===== src/rtl/alu_cmd_driver.sv =====
// Valid/ready command front-end for the combinational 16-bit ALU: registers operands, waits a settle time, returns result.
// Optional macro ALU_CMD_DRIVER_OPCHECK_EN rejects opcodes 1100-1111 with resp_err instead of driving the ALU.
module alu_cmd_driver #(
  parameter int SETTLE_BASIC   = 1,
  parameter int SETTLE_COMPLEX = 4,
  parameter int CNT_W          = 8
) (
  input  logic        clk,
  input  logic        rst,
  input  logic        req_valid,
  output logic        req_ready,
  input  logic [15:0] req_a,
  input  logic [15:0] req_b,
  input  logic [3:0]  req_op,
  output logic [15:0] alu_a,
  output logic [15:0] alu_b,
  output logic [3:0]  alu_control,
  input  logic [15:0] alu_result,
  input  logic [15:0] alu_result_x,
  output logic        resp_valid,
  input  logic        resp_ready,
  output logic [15:0] resp_result,
  output logic [15:0] resp_result_x,
  output logic [3:0]  resp_op,
`ifdef ALU_CMD_DRIVER_OPCHECK_EN
  output logic        resp_err,
`endif
  output logic        busy
);

  localparam logic [CNT_W-1:0] N_BASIC   = (SETTLE_BASIC   < 1) ? CNT_W'(1) : CNT_W'(SETTLE_BASIC);
  localparam logic [CNT_W-1:0] N_COMPLEX = (SETTLE_COMPLEX < 1) ? CNT_W'(1) : CNT_W'(SETTLE_COMPLEX);

  typedef enum logic [1:0] {IDLE, SETTLE, RESP} state_t;

  state_t           state, state_nxt;
  logic [CNT_W-1:0] cnt;
  logic             accept;
  logic             capture;
  logic             op_complex;
  logic             op_illegal;

  assign accept     = req_valid && (state == IDLE);
  assign capture    = (state == SETTLE) && (cnt == CNT_W'(1));
  assign op_complex = (req_op[3:2] == 2'b10);

`ifdef ALU_CMD_DRIVER_OPCHECK_EN
  assign op_illegal = (req_op[3:2] == 2'b11);
`else
  assign op_illegal = 1'b0;
`endif

  always_ff @(posedge clk or posedge rst) begin
    if (rst) begin
      state <= IDLE;
    end else begin
      state <= state_nxt;
    end
  end

  always_comb begin
    state_nxt = state;
    case (state)
      IDLE:    if (req_valid) state_nxt = op_illegal ? RESP : SETTLE;
      SETTLE:  if (cnt == CNT_W'(1)) state_nxt = RESP;
      RESP:    if (resp_ready) state_nxt = IDLE;
      default: state_nxt = IDLE;
    endcase
  end

  always_comb begin
    req_ready  = (state == IDLE);
    busy       = (state != IDLE);
    resp_valid = (state == RESP);
  end

  always_ff @(posedge clk or posedge rst) begin
    if (rst) begin
      cnt <= '0;
    end else if (accept) begin
      cnt <= op_complex ? N_COMPLEX : N_BASIC;
    end else if (state == SETTLE) begin
      cnt <= cnt - CNT_W'(1);
    end
  end

  // ALU inputs move only on a legal accept so the combinational paths see stable operands until the next request.
  always_ff @(posedge clk or posedge rst) begin
    if (rst) begin
      alu_a         <= '0;
      alu_b         <= '0;
      alu_control   <= '0;
      resp_result   <= '0;
      resp_result_x <= '0;
      resp_op       <= '0;
    end else begin
      if (accept && !op_illegal) begin
        alu_a       <= req_a;
        alu_b       <= req_b;
        alu_control <= req_op;
      end
      if (accept && op_illegal) begin
        resp_result   <= '0;
        resp_result_x <= '0;
        resp_op       <= req_op;
      end
      if (capture) begin
        resp_result   <= alu_result;
        resp_result_x <= alu_result_x;
        resp_op       <= alu_control;
      end
    end
  end

`ifdef ALU_CMD_DRIVER_OPCHECK_EN
  always_ff @(posedge clk or posedge rst) begin
    if (rst) begin
      resp_err <= 1'b0;
    end else if (accept && op_illegal) begin
      resp_err <= 1'b1;
    end else if (capture) begin
      resp_err <= 1'b0;
    end
  end
`endif

endmodule

===== config.mk =====
export PLATFORM = sky130hd
export DESIGN_NAME = alu_cmd_driver
export DESIGN_NICKNAME = d
export VERILOG_FILES = /design/src/rtl/alu_cmd_driver.sv
export SDC_FILE = /design/constraint.sdc
export NUM_CORES = 1
export LEC_CHECK = 0
export CORE_MARGIN = 2
export CORE_UTILIZATION = 40
export DETAILED_ROUTE_END_ITERATION = 12
export PLACE_DENSITY_LB_ADDON = 0.1
export SLEW_MARGIN = 25
export SYNTH_ARGS = -nofsm -noshare
export SYNTH_HDL_FRONTEND = slang
export SYNTH_SLANG_ARGS = --single-unit

===== constraint.sdc =====
create_clock -name clk -period 4.55 [get_ports clk]
set_clock_uncertainty 0.1 [all_clocks]
set_input_delay 1.1375 -clock clk [delete_from_list [all_inputs] [get_ports clk]]
set_output_delay 1.1375 -clock clk [all_outputs]
set_load 0.01 [all_outputs]

# == Word level (Yosys, flattened, before mapping) ==
# Index checks and enable logic that the tools add are counted.
# op_classes
bitwise_logic,0
addsub,1
mux,7
n_div,0
order_cmp,0
multipliers,0
n_shift,0
n_eq_ne,7
n_reduce_logical,6
# op_table
operator,count
$mux W8,2
$eq A8 B1 Y1 const B,1
$sub A8 B1 Y8 const B,1
$mux W2,3
$pmux W2 S3,1
$eq A2 B2 Y1 const B,2
$ne A2 B2 Y1 const B,2
$reduce_bool A2 Y1,2
$mux W3,1
$reduce_and A3 Y1,1
$eq A2 B1 Y1 const B,1
$logic_and A1 B1 Y1,2
$logic_not A2 Y1,1
$ne A2 B1 Y1 const B,1
# totals
word_cells,29
ramBits,0
regBits,82
latch_bits,0
memories,0
rom_bits,0

# == Longest topological paths before layout ==
# Gate-level depths: netlist of the first run.
# logic_depth
depth_word,3
mapped_depth,7
ltp_nobuf,5

# == Worst setup path before layout of the first run ==
# Ideal clock, no wire load.
# synth_path
path_type,flip-flop to flip-flop
from,register cnt[2]
to,register resp_result[0]
path_stages_with_launch,7
period_less_slack_ns,2.395
t_required_ns,4.325
slack_ns,2.155
arrival_ns,2.169
path_cell_list,dfrtp_1 -> or4_1 -> buf_2 -> or4_4 -> buf_6 -> buf_6 -> mux2_4
# synth_between
elab_chain_len,2
# synth_lines
item,line,source
from (decl),37,logic [CNT_W-1:0] cnt;
from (signal assigned),81,cnt <= op_complex ? N_COMPLEX : N_BASIC;
from (signal assigned),83,cnt <= cnt - CNT_W'(1);
$eq A8 B1 Y1,44,assign capture = (state == SETTLE) && (cnt == CNT_W'(1));
$logic_and A1 B1 Y1,44,
to (signal assigned),108,resp_result <= alu_result;
to (decl),22,"output logic [15:0] resp_result,"
# Every way passes these cells.
# A chain may end at the register's enable or synchronous reset.

# == Final worst setup path of the first run ==
# layout_path
from,register state[0]
to,output port resp_valid
# layout_between
elab_chain_len,1
# layout_lines
item,line,source
from (decl),36,"state_t state, state_nxt;"
from (signal assigned),57,state <= state_nxt;
$eq A2 B2 Y1,74,resp_valid = (state == RESP);
to (decl),20,"output logic resp_valid,"
# Every way passes these cells.

==> results of run 1 <==
==> layout by cell type, fill, tap and decap left out, types with 3 or more instances in the layout <==
cell type	synthesis	final
nand2b_1	3	3
buf_4	0	3
inv_1	6	5
clkbuf_8	0	11
mux2_2	7	7
o21ai_0	6	6
mux2_4	29	29
nand2_1	107	107
clkdlybuf4s50_1	0	146
dfrtp_1	82	82
==> through the flow <==
step,cells,utilization [%],power (mW),area [sq um],worst slack [ps]
finish,534,62.6,3.41,5090,1720
global route,534,62.6,3.65,5090,1630
CTS,534,62.6,3.47,5090,1700
detailed placement,518,59.7,2.84,4850,1500
global placement,518,59.7,2.81,4850,1510
floorplan,278,-,2.02,3320,1200
==> final cells by class <==
type                    instances  share of cell area (%)
repair buffers                149                    29.1
well taps                     105                    2.58
clock inverters                 5                    1.67
multi-input cells             176                    22.9
clock buffers                  11                    2.97
flip-flops and latches         82                    40.3
inverters                       6                   0.467
==> worst max path at each step <==
stage	slack [ps]	startpoint	end
after floorplan	1200	rst	alu_a[0]
after global placement	1510	req_valid	cnt[4]
after detailed placement	1500	req_valid	cnt[7]
after CTS	1700	state[0]	resp_valid
after global routing	1630	state[0]	resp_valid
final	1720	state[0]	resp_valid
==> power groups by stage <==
| stage | sequential (mW) | clock [mW] | combinational (mW) |
|---|---|---|---|
| after floorplan | 1.43 | 0 | 0.594 |
| after global placement | 1.28 | 0 | 1.53 |
| after detailed placement | 1.29 | 0 | 1.55 |
| after CTS | 1.29 | 0.622 | 1.55 |
| after global routing | 1.33 | 0.657 | 1.66 |
| final | 1.29 | 0.602 | 1.52 |
==> registers in the layout (all words and copies together) (netlist names) <==
| name | count |
|---|---|
| alu_a | 16 |
| alu_b | 16 |
| alu_control | 4 |
| cnt | 8 |
| resp_op | 4 |
| resp_result | 16 |
| resp_result_x | 16 |
| state | 2 |
==> critical path, cell delays in order (launching register included) <==
cell and delay [ps]:
dfrtp_1 470, nand2b_1 190, inv_1 60, clkdlybuf4s50_1 540
==> routing by layer <==
layer	part of all wire [%]	global-route usage, %	routed length, um
met5	0	0	0
met4	0.88	5.80	65
met3	9.9	6.80	733
met2	46	26.1	3370
met1	44	21.5	3220
==> cells by family (layout without fill, tap and decap cells) <==
family                   Yosys count  count (layout)  synth area share [%]
AO/OA/AOI/OAI                     16              16                  3.28
XOR/XNOR                           2               2                 0.528
adder cells (fa/ha/maj)            2               2                 0.754
buffers and inverters             20             171                  3.21
flip-flops                        82              82                  61.9
multiplexers                      36              36                  15.5
AND/OR/NAND/NOR                  120             120                  14.9
==> impl_metrics.tcl, run 1 <==
set metrics [dict create \
    rsz0062_at_grt "no" \
    rows 33 \
    multi_input_area_sq_um 1160 \
    arrival_ps 1590 \
    antenna_found_initial 0 \
    gp_congestion 0.761 \
    seq_power_share_pct 37.7 \
    fin_tns_setup_ps 0 \
    syn_area_per_cell_sq_um 11.9 \
    yosysTopAreaCell "dfrtp_1" \
    final.period_utilization_pct 62.2 \
    worstSetupPathType "reg -> out" \
    r2r_end "resp_result_x[13]" \
    seqCellArea_sq_um 2050 \
    clock-sinks 82 \
    max-cap-violations 0 \
    start_util_pct 40.8 \
    cts_root_buf "clkbuf_8" \
    synth_top_flop_cell "dfrtp_1" \
    synthTopCellsByArea "dfrtp_1 62%, mux2_4 13%, nand2_1 12%" \
    cts-resized-gates 0 \
    synth_top_area_share_pct 61.9 \
    synth_common_cells "107 x nand2_1, 82 x dfrtp_1, 29 x mux2_4" \
    r2r_setup_slack_ps 1930 \
    min_from "alu_a[8]" \
    clk_path_buf_depth 2 \
    startpoint_type "flip-flop" \
    p_leak_nw 2.41 \
    tightest_slew_ps 909 \
    crit_path_end_kind "output port" \
    h-tree-depth 3 \
    async_reset_ff_share_pct 100 \
    cts_hold_buffers 0 \
    power_frac_clock_pct 17.6 \
    drt_iter0_markers 73 \
    track_usage_pct 16.9 \
    diodes 0 \
    clk-insertion-delay-late_ps 340 \
    fmax_mhz 353 \
    post_cts_buffers 0 \
    yosysWarningCount 0 \
    switchingPower_mw 1.06 \
    synthesis.area_sq_um 3320 \
    outcome "complete, no violations" \
    detail_route.vias_per_cell 4.64 \
    cts_made_buffers 9 \
    setup_viol 0 \
    clkSlewWorstSetupHoldPaths_ps 90 \
    r2r_start "cnt[2]" \
    grt_max_degree 46 \
    cts_tree "built" \
    area_growth_pct 53.5 \
    hpwl_um 5110 \
    min_to "alu_a[8]" \
    required_ps 3310 \
    grt_pass1_vias 2482 \
    power_density_nw_per_um2 670 \
    io_pins 147 \
    ir_worst_vdd_v 0.000272 \
    layout-drive-gt1-share_pct 14.0 \
    dieWidth_um 95.1 \
    synth_edf_count 0 \
    synth-seq-area-share_pct 61.9 \
    wl_per_cell_um 13.8 \
    holdPathStages 2 \
    maxSlewViolCount 0 \
    num-nets-final 498 \
    combPwrFrac_pct 44.7 \
    die_h_um 95.1 \
    min_path_type "reg -> reg" \
    hold_viol 0 \
    fill_cells 678 \
    intPower_mw 2.36 \
    portBuffers 146 \
    slew-limit-headroom_pct 39.4 \
    dieArea_sq_um 9040 \
    synth_nets 352 \
    routed_wl_um 7380 \
    synth_most_common_cell "nand2_1" \
    ant_nets 0 \
    dr.pass1.iters 4 \
    ys_types 29 \
    fin_crit_ps 2830 \
    grt_overflow_total 0 \
    drc 0 \
    p_sw_share_pct 31.0 \
    synthCells 278 \
    reg2regPathDepth 3 \
    core-area_sq_um 8130 \
    grt_first_pass_wirelength_um 11800 \
    synth_seq_cells 82 \
    vias 2477 \
    worstPathMaxFanout 7 \
    whs_ps 378 \
]
(Power assumes the default switching activity.)
==> run 2, diff against run 1 <==
- clock period: 4.55 -> 2.7 ns (I/O delays scaled with it)
==> impl_metrics.tcl, run 2 (same netlist as run 1, synthesis figures left out) <==
set metrics [dict create \
    outcome "complete, no violations" \
    dieWidth_um 95.1 \
    p_leak_nw 2.42 \
    arrival_ps 2610 \
    fin_area_sq_um 5120 \
    fin_crit_ps 2480 \
    seq_power_share_pct 38.4 \
    io_pins 147 \
    grt_first_pass_wirelength_um 12100 \
    power_density_nw_per_um2 1110 \
    grt_max_degree 50 \
    tightest_slew_ps 654 \
    p_sw_share_pct 31.6 \
    clock-sinks 82 \
    switchingPower_mw 1.80 \
    portBuffers 146 \
    final.period_utilization_pct 92.0 \
    finalNonFillerCells 540 \
    cts_made_buffers 9 \
    diodes 0 \
    gp_congestion 0.742 \
    wl_per_cell_um 13.9 \
    slew-limit-headroom_pct 56.4 \
    worstPathMaxFanout 37 \
    crit_chain "or4_1, or4_4, mux2_4" \
    dieArea_sq_um 9040 \
    post_cts_buffers 0 \
    final.setup.worst_slack_ps 215 \
    setup_viol 0 \
    hold_viol 0 \
    rows 33 \
    vias 2507 \
    grt_pass1_vias 2473 \
    max-cap-violations 0 \
    slowest_delay_ps 830 \
    cts_hold_buffers 0 \
    mostFrequentLayoutCell "clkdlybuf4s50_1" \
    path_buf_inv 0 \
    intPower_mw 3.88 \
    track_usage_pct 17.5 \
    die_h_um 95.1 \
    h-tree-depth 3 \
    report.power.total_mw 5.68 \
    drc 0 \
    hpwl_um 5370 \
    clk_path_buf_depth 2 \
    maxSlewViolCount 0 \
    fin_tns_setup_ps 0 \
    required_ps 2820 \
    cts_tree "built" \
    placed_cell_area_sq_um 4910 \
    detail_route.vias_per_cell 4.64 \
    place_ws_ps 225 \
    min_path_type "reg -> reg" \
    combPwrFrac_pct 46.0 \
    antenna_found_initial 0 \
    cp_slowest_cell "or4_4" \
    ant_nets 0 \
    num-nets-final 504 \
    worstSetupPathType "reg -> reg" \
    clkSlewWorstSetupHoldPaths_ps 80 \
    core-area_sq_um 8130 \
    final_core_util_pct 62.9 \
    place_inst 524 \
    startpoint_type "flip-flop" \
    clk-insertion-delay-late_ps 340 \
    area_growth_pct 54.4 \
    whs_ps 382 \
    dr.pass1.iters 4 \
    fmax_mhz 402 \
    ir_worst_vdd_v 0.000457 \
    routed_wl_um 7490 \
    crit_path_end_kind "flip-flop" \
    layout-drive-gt1-share_pct 14.9 \
    grt_overflow_total 0 \
    cts-resized-gates 0 \
    path_delay_family "simple AND/OR/NAND/NOR gates" \
    power_frac_clock_pct 15.7 \
    drt_iter0_markers 67 \
    rsz0062_at_grt "no" \
    final_cell_mix "146 x clkdlybuf4s50_1, 107 x nand2_1, 82 x dfrtp_1" \
    cts_root_buf "clkbuf_8" \
    start_util_pct 40.8 \
]
[run 2: changes by cell type in the layout (fill, tap and decap cells not counted)]
cell | before | now
buf_12 | 0 | 1
buf_4 | 3 | 8
bufinv_16 | 2 | 1
clkbuf_1 | 0 | 1
clkbuf_8 | 11 | 10
clkinv_2 | 1 | 0
clkinv_4 | 1 | 3
clkinvlp_4 | 1 | 2
inv_6 | 1 | 0
[run 2: power by group through the flow]
stage                     logic (mW)  clock network [mW]  registers (mW)
final                           2.61               0.890            2.18
after global routing            2.86               0.981            2.26
after CTS                       2.65               0.921            2.18
after detailed placement        2.64                   0            2.19
after global placement          2.59                   0            2.18
after floorplan                 1.00                   0            2.40
[run 2: worst paths after layout]
path,startpoint,endpoint,slack [ps],cells after the start
setup / recovery,cnt[2],resp_result[10],220,3
hold / removal,alu_b[0],alu_b[0],380,2
setup reg to reg,cnt[2],resp_result[10],220,3
hold reg to reg,alu_b[0],alu_b[0],380,2
max in group asynchronous,rst,alu_b[5],1430,3
min in group asynchronous,rst,resp_result[10],550,2
[run 2: cell type report]
class                           instances  area [sq um]
Multi-Input combinational cell        176          1160
Timing Repair Buffer                  155          1540
Clock buffer                           11           141
Clock inverter                          5          63.8
Fill cell                             682          3010
Sequential cell                        82          2050
Tap cell                              105           131
Inverter                                6          26.3
[run 2: worst reg2reg max path, delay by kind of cell, from the launching register on]
kind | cells | cell delay (ps)
DFF | 1 | 450
and+or+nand+nor | 2 | 1390
muxes | 1 | 430
[run 2: per-layer routing]
metal | up-vias | GRT usage, % | share of wire (%)
met5 | - | 0 | 0
met4 | 0 | 6.16 | 0.72
met3 | 5 | 8.77 | 11
met2 | 92 | 25.5 | 45
met1 | 1200 | 22.5 | 43
li1 | 1210 | - | -
==> run 3, diff against run 2 <==
- CTS_BUF_LIST: not set -> sky130_fd_sc_hd__clkbuf_4 sky130_fd_sc_hd__clkbuf_8 sky130_fd_sc_hd__clkbuf_16
==> impl_metrics.tcl, run 3 (same netlist as run 1, synthesis figures left out) <==
set metrics [dict create \
    io_pins 147 \
    start_util_pct 40.8 \
    mostFrequentLayoutCell "clkdlybuf4s50_1" \
    clk-insertion-delay-late_ps 340 \
    gp_congestion 0.742 \
    worstSetupPathType "reg -> reg" \
    dr.pass1.iters 4 \
    hpwl_um 5370 \
    die_h_um 95.1 \
    fin_tns_setup_ps 0 \
    core-area_sq_um 8130 \
    antenna_found_initial 0 \
    fill_cells 682 \
    worstPathMaxFanout 37 \
    detail_route.vias_per_cell 4.64 \
    ir_worst_vdd_v 0.000457 \
    rsz0062_at_grt "no" \
    dieArea_sq_um 9040 \
    startpoint_type "flip-flop" \
    final.setup.worst_slack_ps 215 \
    cts_root_buf "clkbuf_8" \
    portBuffers 146 \
    slew-limit-headroom_pct 56.4 \
    final_cell_mix "146 x clkdlybuf4s50_1, 107 x nand2_1, 82 x dfrtp_1" \
    hold_viol 0 \
    power_density_nw_per_um2 1110 \
    maxSlewViolCount 0 \
    tightest_slew_ps 654 \
    p_leak_nw 2.42 \
    diodes 0 \
    wl_per_cell_um 13.9 \
    h-tree-depth 3 \
    cts-resized-gates 0 \
    arrival_ps 2610 \
    drt_iter0_markers 67 \
    grt_overflow_total 0 \
    clkSlewWorstSetupHoldPaths_ps 80 \
    place_ws_ps 225 \
    min_path_type "reg -> reg" \
    dieWidth_um 95.1 \
    clock-sinks 82 \
    area_growth_pct 54.5 \
    vias 2508 \
    ant_nets 0 \
    place_inst 524 \
    finalNonFillerCells 540 \
    grt_max_degree 50 \
    rows 33 \
    report.power.total_mw 5.69 \
    grt_pass1_vias 2473 \
    num-nets-final 504 \
    cts_hold_buffers 0 \
    setup_viol 0 \
    crit_path_end_kind "flip-flop" \
    grt_first_pass_wirelength_um 12100 \
    cts_made_buffers 9 \
    routed_wl_um 7490 \
    max-cap-violations 0 \
    fin_area_sq_um 5120 \
    final.period_utilization_pct 92.0 \
    fin_crit_ps 2490 \
    final_core_util_pct 63.0 \
    required_ps 2830 \
    drc 0 \
    outcome "complete, no violations" \
    clk_path_buf_depth 2 \
    placed_cell_area_sq_um 4910 \
    post_cts_buffers 0 \
    track_usage_pct 17.5 \
    layout-drive-gt1-share_pct 15.2 \
    cts_tree "built" \
    fmax_mhz 402 \
    whs_ps 382 \
]
[run 3: cell counts in the layout (fill, tap and decap cells not counted)]
No cell type changed its count.
[run 3: power breakdown]
group	leakage, nW	total [mW]	internal, mW	switching, mW
Clock	0.103	0.900	0.468	0.433
Combinational	1.32	2.61	1.61	1.00
Sequential	0.996	2.18	1.82	0.361
[run 3: final timing paths]
kind / start / endpoint / slack [ps] / cells after the start
min in group asynchronous: rst / resp_result[6] / 550 / 2
max in group asynchronous: rst / alu_b[5] / 1430 / 3
min reg2reg: alu_b[0] / alu_b[0] / 380 / 2
min: alu_b[0] / alu_b[0] / 380 / 2
max: cnt[2] / resp_result[10] / 210 / 3
max reg2reg: cnt[2] / resp_result[10] / 210 / 3
[run 3: final cells by class]
cell class                 instances  area (sq um)  area share (%)
tap                              105           131            2.56
timing repair buffer             155          1540            30.1
sequential                        82          2050            40.0
multi-input combinational        176          1160            22.7
clock buffer                      11           145            2.83
clock inverter                     5          63.8            1.25
inverter                           6          26.3           0.513
[run 3: per-layer routing]
layer | GRT usage, % | wire (um) | vias up
met5 | 0 | 0 | -
met4 | 6.16 | 64 | 0
met3 | 8.77 | 795 | 6
met2 | 25.5 | 3380 | 92
met1 | 22.5 | 3260 | 1200
li1 | - | - | 1210
[run 3: critical path: stages, from the launching register on]
cell and delay [ps]:
dfrtp_1 450, or4_1 560, or4_4 830, mux2_4 400
